===== src/rtl/byte_striping_n.sv =====
// Round-robin byte striping across 1..NUM_LANES registered lane outputs.
// Lane count changes only take effect when the pointer returns to lane 0.
module byte_striping_n #(
  parameter int WIDTH     = 32,
  parameter int NUM_LANES = 4,
  parameter int LW        = $clog2(NUM_LANES) + 1,
  parameter int PW        = $clog2(NUM_LANES),
  parameter int CNT_W     = 16
) (
  input  logic                       clk_2f,
  input  logic                       reset,
  input  logic                       valid_in,
  input  logic [WIDTH-1:0]           data_in,
  input  logic [LW-1:0]              active_lanes,
  input  logic                       restart,
  output logic [NUM_LANES*WIDTH-1:0] lane_data,
  output logic [NUM_LANES-1:0]       lane_valid,
  output logic [PW-1:0]              lane_ptr,
  output logic [LW-1:0]              cur_lanes,
  output logic [CNT_W-1:0]           stripe_count
);

  logic [PW-1:0] sel;
  logic [PW-1:0] ptr_next;
  logic [LW-1:0] eff;
  logic          wrap;

  always_comb begin
    sel      = restart ? '0 : lane_ptr;
    eff      = active_lanes;
    wrap     = 1'b0;
    ptr_next = lane_ptr;

    if (active_lanes == '0)
      eff = LW'(1);
    else if (active_lanes > LW'(NUM_LANES))
      eff = LW'(NUM_LANES);

    // Wrap is judged against the lane count in effect before this edge.
    wrap = valid_in && (LW'(sel) == cur_lanes - LW'(1));

    if (valid_in)
      ptr_next = wrap ? '0 : sel + PW'(1);
    else if (restart)
      ptr_next = '0;
  end

  always_ff @(posedge clk_2f or posedge reset) begin
    if (reset) begin
      lane_data    <= '0;
      lane_valid   <= '0;
      lane_ptr     <= '0;
      cur_lanes    <= LW'(NUM_LANES);
      stripe_count <= '0;
    end else begin
      for (int k = 0; k < NUM_LANES; k++) begin
        lane_valid[k] <= valid_in && (sel == PW'(k));
        if (valid_in && (sel == PW'(k)))
          lane_data[k*WIDTH +: WIDTH] <= data_in;
      end
      lane_ptr <= ptr_next;
      if (wrap)
        stripe_count <= stripe_count + CNT_W'(1);
      // Stripe boundary: safe point to adopt a new lane count.
      if (ptr_next == '0)
        cur_lanes <= eff;
    end
  end

endmodule

===== config.mk =====
export PLATFORM = sky130hd
export DESIGN_NAME = byte_striping_n
export DESIGN_NICKNAME = d
export VERILOG_FILES = /design/src/rtl/byte_striping_n.sv
export SDC_FILE = /design/constraint.sdc
export NUM_CORES = 1
export LEC_CHECK = 0
export CORE_MARGIN = 5
export CORE_UTILIZATION = 40
export DETAILED_ROUTE_END_ITERATION = 12
export PLACE_DENSITY_LB_ADDON = 0.2
export REMOVE_ABC_BUFFERS = 1
export SYNTH_ARGS = -nofsm -noshare
export SYNTH_HDL_FRONTEND = slang
export SYNTH_SLANG_ARGS = --single-unit
export TNS_END_PERCENT = 5

===== constraint.sdc =====
create_clock -name clk_2f -period 13.7 [get_ports clk_2f]
set_input_delay 2.74 -clock clk_2f [delete_from_list [all_inputs] [get_ports clk_2f]]
set_output_delay 2.74 -clock clk_2f [all_outputs]
set_load 0.02 [all_outputs]

## After elaboration in Yosys (flattened, before gate mapping)

Index checks and enable logic that the tools add are counted.

| storage, ports and cells | value |
|---|---|
| memories kept | 0 |
| latch bits | 0 |
| output and inout port bits | 153 |
| input port bits | 39 |
| ROM bits | 0 |
| register bits after elaboration | 153 |
| logic and storage cells | 29 |
| memory bits (writable) | 0 |

| operators by class | value |
|---|---|
| shifts and indexed selects | 0 |
| multiplexer cells | 5 |
| eq/ne operators | 4 |
| divide/modulo/power cells | 0 |
| $lt $le $gt $ge | 1 |
| $add $sub $neg | 3 |
| bitwise operators | 0 |
| $mul | 0 |
| reductions and logical operators | 8 |

Operators by type and width:

| cell | number |
|---|---|
| $add 16x1->16 const B | 1 |
| $mux 2 | 3 |
| $mux 3 | 2 |
| $logic_and 1x1->1 | 5 |
| $eq 2x2->1 const B | 2 |
| $logic_not 2->1 | 2 |
| $eq 2x3->1 | 1 |
| $gt 3x3->1 const B | 1 |
| $logic_not 3->1 | 1 |
| $sub 3x1->3 const B | 1 |
| $add 2x1->2 const B | 1 |
| $eq 2x1->1 const B | 1 |

## Longest topological paths before layout

Gate-level depths: netlist of run 1.

| depth | value |
|---|---|
| depth after elaboration | 6 |
| mapped depth | 7 |
| gate-level depth less buffers | 7 |

## Worst setup path before layout of run 1

OpenSTA, ideal clock, no wires.

| timing | value |
|---|---|
| path type | input-to-reg |
| start point | in restart |
| end point | reg cur_lanes[0] |
| cell stages on the path | 7 |
| buffers on the path | 1 |
| setup slack | 9.608 ns |
| setup time | 0.127 ns |
| data required time | 13.573 ns |
| data arrival time | 3.965 ns |
| path through | nand2b_1 -> buf_4 -> inv_1 -> ha_1 -> o32ai_1 -> o22a_2 -> mux2_1 |

| between the ends | value |
|---|---|
| cells in the longest elaborated chain, start to end | 6 |
| elaborated cells on any way between the ends | 7 |
| those cells by class | add/sub (1); eq/ne (1); mux (3); reduce/logical (2) |

RTL lines:

| element | RTL line | text |
|---|---|---|
| start, declared | 15 | `input logic restart,` |
| $mux 2 (*) | 29, 44 |  |
| parallel branches: the longest is 3 deep, another holds $add 2x1->2 | - |  |
| $mux 2 (*) | 42 | `if (valid_in)` |
| $logic_not 2->1 (*) | 65 | `if (ptr_next == '0)` |
| end signal, assigned | 53 | `cur_lanes <= LW'(NUM_LANES);` |
| end, declared | 19 | `output logic [LW-1:0] cur_lanes,` |

Every way passes the cells marked *.
A chain may end at the register's enable or synchronous reset.

## Worst setup path in the final report of run 1

| timing | value |
|---|---|
| start point | in restart |
| end point | reg lane_data[105] |

| between the ends | value |
|---|---|
| cells in the longest elaborated chain, start to end | 3 |

RTL lines:

| element | RTL line | text |
|---|---|---|
| $mux 2 | 29 | `sel = restart ? '0 : lane_ptr;` |
| $eq 2x2->1 | 58 | `if (valid_in && (sel == PW'(k)))` |
| $logic_and 1x1->1 | 58 |  |
| end signal, assigned by index | 59 | `lane_data[k*WIDTH +: WIDTH] <= data_in;` |
| end, declared | 16 | `output logic [NUM_LANES*WIDTH-1:0] lane_data,` |

Every way passes these cells.

==> flow_summary.yaml, run 1 <==
place:
  gp_congestion: 0.727
  placed_area_mm2: 0.00806
  dp_slack_ns: 8.39
  port_buffers: 191
  dpl.hpwl_um: 9640
cells_and_area:
  fin_area_mm2: 0.00867
  drive_above_1_share_pct: 29.2
  final_nets: 617
  final_cell_mix: "clkdlybuf4s50_1, dfrtp_1, mux2_2"
  diodes: 0
  multi_input_area_mm2: 0.00204
  final_common_cell: "clkdlybuf4s50_1"
  seqCellArea_mm2: 0.00383
  syn_to_final_growth_pct: 45.1
  fillerInstances: 1146
clocking:
  cts.path.max_buffers: 2
  cts_hold_buf: 0
  cts_tree: "done"
  root_buffer: "clkbuf_16"
  cts-buffers-inserted: 17
  htreeDepth: 4
  ctsResizeCount: 0
  clock_latency_ns: 0.41
  clock_sinks: 153
  postCtsSetupBuffers: 0
  clkSlewWorstSetupHoldPaths_ns: 0.06
route:
  viasPerCell: 4.83
  drt_iter0_markers: 111
  post_drt_wl_per_cell_um: 18.1
  drt_first_pass_iters: 2
  route.detailed.drc: 0
  ant_nets: 0
  vias: 3714
  wl_um: 13900
worst_setup_path:
  crit_path_end_kind: "flip-flop"
  crit_arrival_ns: 5.13
  critical_path_class: "input pin to flip-flop"
  regToRegSetupSlack_ns: 11.40
  crit_fanout: 33
  reg2reg_depth: 5
  required_ns: 13.99
  critPathLaunchType: "input pin"
sta:
  hold_violations: 0
  setup_viol: 0
  rsz0062_at_grt: "no"
  finalClockSkew_ns: 0.00720
  slew_viol_final: 0
  fin_crit_ns: 4.85
  clock.fmax_mhz: 206
  tightest_slew_ns: 0.964
  relSlewSlack_pct: 35.5
  min_period_over_period_pct: 35.4
  setup_tns_ns: 0
  holdWs_ns: 0.471
  worst_slack_ns: 8.85
die:
  dieWidth_um: 132
  die_h_um: 132
  num_io_pins: 192
  rows: 44
  core_mm2: 0.0146
  start_util_pct: 40.9
  die_area_mm2: 0.0175
grt:
  first_global_vias: 4143
  grt_pass1_wl_um: 22600
  grtUsageTotal_pct: 16.2
  grt_max_degree: 98
  grt-ovfl-total: 0
  grt_antenna_before_repair: 0
hold_path:
  whs_path_depth: 1
  hold_class: "flip-flop to flip-flop"
yosys:
  synth-seq-area-share_pct: 64.1
  synth_xor_area_share_pct: 3.27
  synth_area_per_cell_um2: 15.9
  yosysUniqueCellTypes: 30
  synth_adder_area_share_pct: 1.26
  synth_seq_cells: 153
  netlist_instances: 375
  synth.top_cell.area_share_pct: 63.7
  yosysTopAreaCell: "dfrtp_1"
  synthTopCellsByArea: "dfrtp_1, mux2_2, xnor2_1"
  yosys_warnings: 0
  synth_compound_area_share_pct: 0.670
  synth-simple-area-share_pct: 3.90
  synth_top_family_by_area: "multiplexers"
  netlist_area_mm2: 0.00597
  synthMuxAreaShare_pct: 24.9
power:
  p_leak_nw: 3.79
  power_mw: 1.84
  powerDensity_mw_per_mm2: 212
  vdd_ir_drop_max_v: 0.000104
flow_run:
  maxCapViolations: 0
outcome:
  run_status: "complete, no violations"
[kinds of logic (layout without fill, tap and decap cells)]
group	Yosys count	count (layout)
muxes	132	132
adders and majority gates	6	6
xor gates and xnor gates	18	18
and+or+nand+nor	35	35
DFF	153	153
buffers and inverters	25	235
AOI/OAI and AO/OA	6	6
[where the power goes]
part | switching (mW) | internal [mW] | total (mW)
clock | 0.170 | 0.297 | 0.467
sequential | 0.0775 | 0.594 | 0.672
combinational | 0.337 | 0.366 | 0.703
total | 0.585 | 1.26 | 1.84
[cells in the mapped netlist]
library cell / count
mux2_1: 3
o22ai_1: 1
nand3_1: 4
nand2b_1: 2
xnor2_1: 14
xnor2_4: 2
ha_1: 6
nand2_1: 13
mux2_2: 128
a21oi_1: 1
nor4b_4: 1
or3_1: 1
o21ai_0: 2
nor2_1: 1
buf_4: 1
dfstp_2: 1
and3_1: 3
buf_2: 13
xor2_1: 2
nor3_1: 1
nor2b_4: 1
and4_1: 2
nor3_4: 1
mux2i_1: 1
nor4_4: 1
o32ai_1: 1
dfrtp_1: 152
nand4_1: 4
inv_1: 11
o22a_2: 1
[sequential cells by signal (all words and copies together), names as in the netlist]
signal	cells
cur_lanes	3
lane_data	128
lane_ptr	2
lane_valid	4
stripe_count	16
[final timing paths]
check	from	to
max	restart	lane_data[105]
min	stripe_count[15]	stripe_count[15]
max reg2reg	lane_ptr[0]	lane_data[105]
min reg2reg	stripe_count[15]	stripe_count[15]
max in group asynchronous	reset	lane_data[107]
min in group asynchronous	reset	lane_data[1]
[layer usage]
metal	track usage [%]	wire [um]	vias to the layer above
met5	0	0	-
met4	5.83	259	0
met3	7.86	1300	17
met2	27.0	7040	117
met1	18.1	5310	1869
li1	-	-	1711
[critical path, stage by stage]
cell             delay [ns]
clkdlybuf4s50_1        0.52
nand2b_1               0.37
inv_1                  0.15
ha_1                   0.24
nand2_2                0.67
mux2_2                 0.42
[stage by stage]
step,utilization (%),instances
after floorplan,-,361
after global placement,55.3,737
after detailed placement,55.3,737
after CTS,59.4,769
after global routing,59.4,769
final,59.4,769
[final cells by class]
| type | instances | share of cell area [%] |
|---|---|---|
| clock inverter | 6 | 0.982 |
| tap | 184 | 2.66 |
| multi-input combinational | 197 | 23.5 |
| sequential | 153 | 44.2 |
| timing repair buffer | 192 | 22.1 |
| inverter | 11 | 0.534 |
| clock buffer | 26 | 5.99 |
Note: power is estimated with default switching activity, not from simulation.
==> inputs of run 2 (changes only) <==
- clock period: 13.7 -> 4.31 ns (I/O delays scaled with it)
==> run 2 against run 1 <==
Worst hold slack got worse by 0.0043 ns. Wire length grew 3.8%. Sequential cell count is the same. Sequential power increased to 3.2 times the previous value. Design area rose by 1.2%. Clock skew hardly changed. Critical path depth is 1 higher. Utilization increased by 0.74 points. Register-to-register slack lost 9.3 ns. Worst setup slack worse by 7.4 ns. Largest cell class unchanged. Count of clock-buffer cells in the layout shrank 6.
==> flow_summary.yaml, run 2 (synthesis gave the netlist of run 1 again) <==
sta:
  slew_viol_final: 0
  relSlewSlack_pct: 29.4
  clock.fmax_mhz: 347
  rsz0062_at_grt: "no"
  setup_viol: 0
  hold_violations: 0
  tightest_slew_ns: 1.06
  fin_crit_ns: 2.89
  finalClockSkew_ns: 0.00705
  min_period_over_period_pct: 66.9
die:
  core_mm2: 0.0146
  dieWidth_um: 132
  num_io_pins: 192
  die_area_mm2: 0.0175
  rows: 44
  die_h_um: 132
  start_util_pct: 40.9
cells_and_area:
  top_regs: "lane_data (128), stripe_count (16), lane_valid (4)"
  final_nets: 623
  fin_area_mm2: 0.00878
  regMostFlops: "lane_data"
  drive_above_1_share_pct: 30.3
  diodes: 0
  final_common_cell: "clkdlybuf4s50_1"
  final_cell_mix: "clkdlybuf4s50_1, dfrtp_1, mux2_2"
  fillerInstances: 1097
  syn_to_final_growth_pct: 47.0
  largest_reg_flops: 128
route:
  post_drt_wl_per_cell_um: 18.6
  wl_um: 14400
  route.detailed.drc: 0
  drt_first_pass_iters: 4
  viasPerCell: 4.91
  vias: 3803
  ant_nets: 0
  drt_iter0_markers: 130
worst_setup_path:
  crit_arrival_ns: 3.18
  critPathTopFamily: "buffers and inverters"
  crit_fanout: 17
  critical_path_class: "input pin to flip-flop"
  path_cells: "clkdlybuf4s50_1, nand2b_1, inv_1, ha_1, nand2_2, buf_4, mux2_2"
  required_ns: 4.61
  critPathLaunchType: "input pin"
  crit_path_end_kind: "flip-flop"
  max_stage_delay_ns: 0.53
  cp_num_buf_inv: 3
  slowest_stage: "clkdlybuf4s50_1"
power:
  powerDensity_mw_per_mm2: 679
  p_leak_nw: 3.83
  vdd_ir_drop_max_v: 0.000370
  power_mw: 5.96
grt:
  grt-ovfl-total: 0
  grt_max_degree: 120
  first_global_vias: 4188
  grt_pass1_wl_um: 23400
  grtUsageTotal_pct: 16.9
  grt_antenna_before_repair: 0
clocking:
  clock_sinks: 153
  htreeDepth: 4
  clkSlewWorstSetupHoldPaths_ns: 0.06
  cts-buffers-inserted: 17
  cts.path.max_buffers: 2
  postCtsSetupBuffers: 0
  cts_hold_buf: 0
  ctsResizeCount: 0
  clock_latency_ns: 0.42
  root_buffer: "clkbuf_16"
  cts_tree: "done"
place:
  gp_congestion: 0.689
  port_buffers: 191
  placed_area_mm2: 0.00815
  dpl.hpwl_um: 10300
flow_run:
  maxCapViolations: 0
hold_path:
  hold_class: "flip-flop to flip-flop"
outcome:
  run_status: "complete, no violations"
[run 2: changes by cell type in the layout (fill, tap and decap cells not counted)]
cell and delta:
clkbuf_8 -4, buf_12 +3, buf_4 +3, clkinvlp_4 +3, bufinv_16 +2, clkbuf_1 -2, clkinv_2 +1
[run 2: final cells by class]
cell class | count | area [um2] | share of cell area (%)
clock buffer | 20 | 457 | 5.20
clock inverter | 12 | 173 | 1.97
inverter | 11 | 46.3 | 0.528
multi-input combinational | 197 | 2040 | 23.2
sequential | 153 | 3830 | 43.6
tap | 184 | 230 | 2.62
timing repair buffer | 198 | 2000 | 22.8
[run 2: path summary, 6_finish.rpt]
kind / from / end / slack, ns / depth (start not counted)
hold reg to reg: stripe_count[15] / stripe_count[15] / 0.47 / 1
setup / recovery: restart / lane_data[62] / 1.42 / 7
hold / removal: stripe_count[15] / stripe_count[15] / 0.47 / 1
setup reg to reg: lane_ptr[0] / lane_data[62] / 2.09 / 6
max in group asynchronous: reset / lane_data[36] / 2.36 / 3
min in group asynchronous: reset / lane_data[18] / 1.09 / 2
[run 2: worst register-to-register path: stages, from the launching register on]
cell	delay (ns)
dfrtp_1	0.39
nand2b_1	0.31
inv_1	0.14
ha_1	0.24
nand2_2	0.36
buf_4	0.30
mux2_2	0.36
[run 2: power by group]
| part | internal (mW) | leakage (nW) | switching [mW] |
|---|---|---|---|
| registers | 1.89 | 1.90 | 0.252 |
| logic | 1.17 | 1.64 | 1.07 |
| clock network | 0.996 | 0.294 | 0.577 |
| total | 4.06 | 3.83 | 1.90 |
[run 2: per-stage QoR]
step / util, % / hold WS, ns / setup TNS, ns / instances / setup slack, ns
after floorplan: - / 0.582 / -102.11 / 361 / -0.672
after global placement: 55.8 / 0.462 / 0 / 743 / 1.09
after detailed placement: 55.8 / 0.466 / 0 / 743 / 1.01
after CTS: 60.2 / 0.474 / 0 / 775 / 1.42
after global routing: 60.2 / 0.509 / 0 / 775 / 1.34
final: 60.2 / 0.467 / 0 / 775 / 1.42
[run 2: layer usage]
metal  routed length (um)  GRT usage (%)  up-vias
li1                     -              -     1717
met1                 5850           20.1     1945
met2                 7150           27.4      125
met3                 1270           7.67       16
met4                  173           5.43        0
met5                    0              0        -
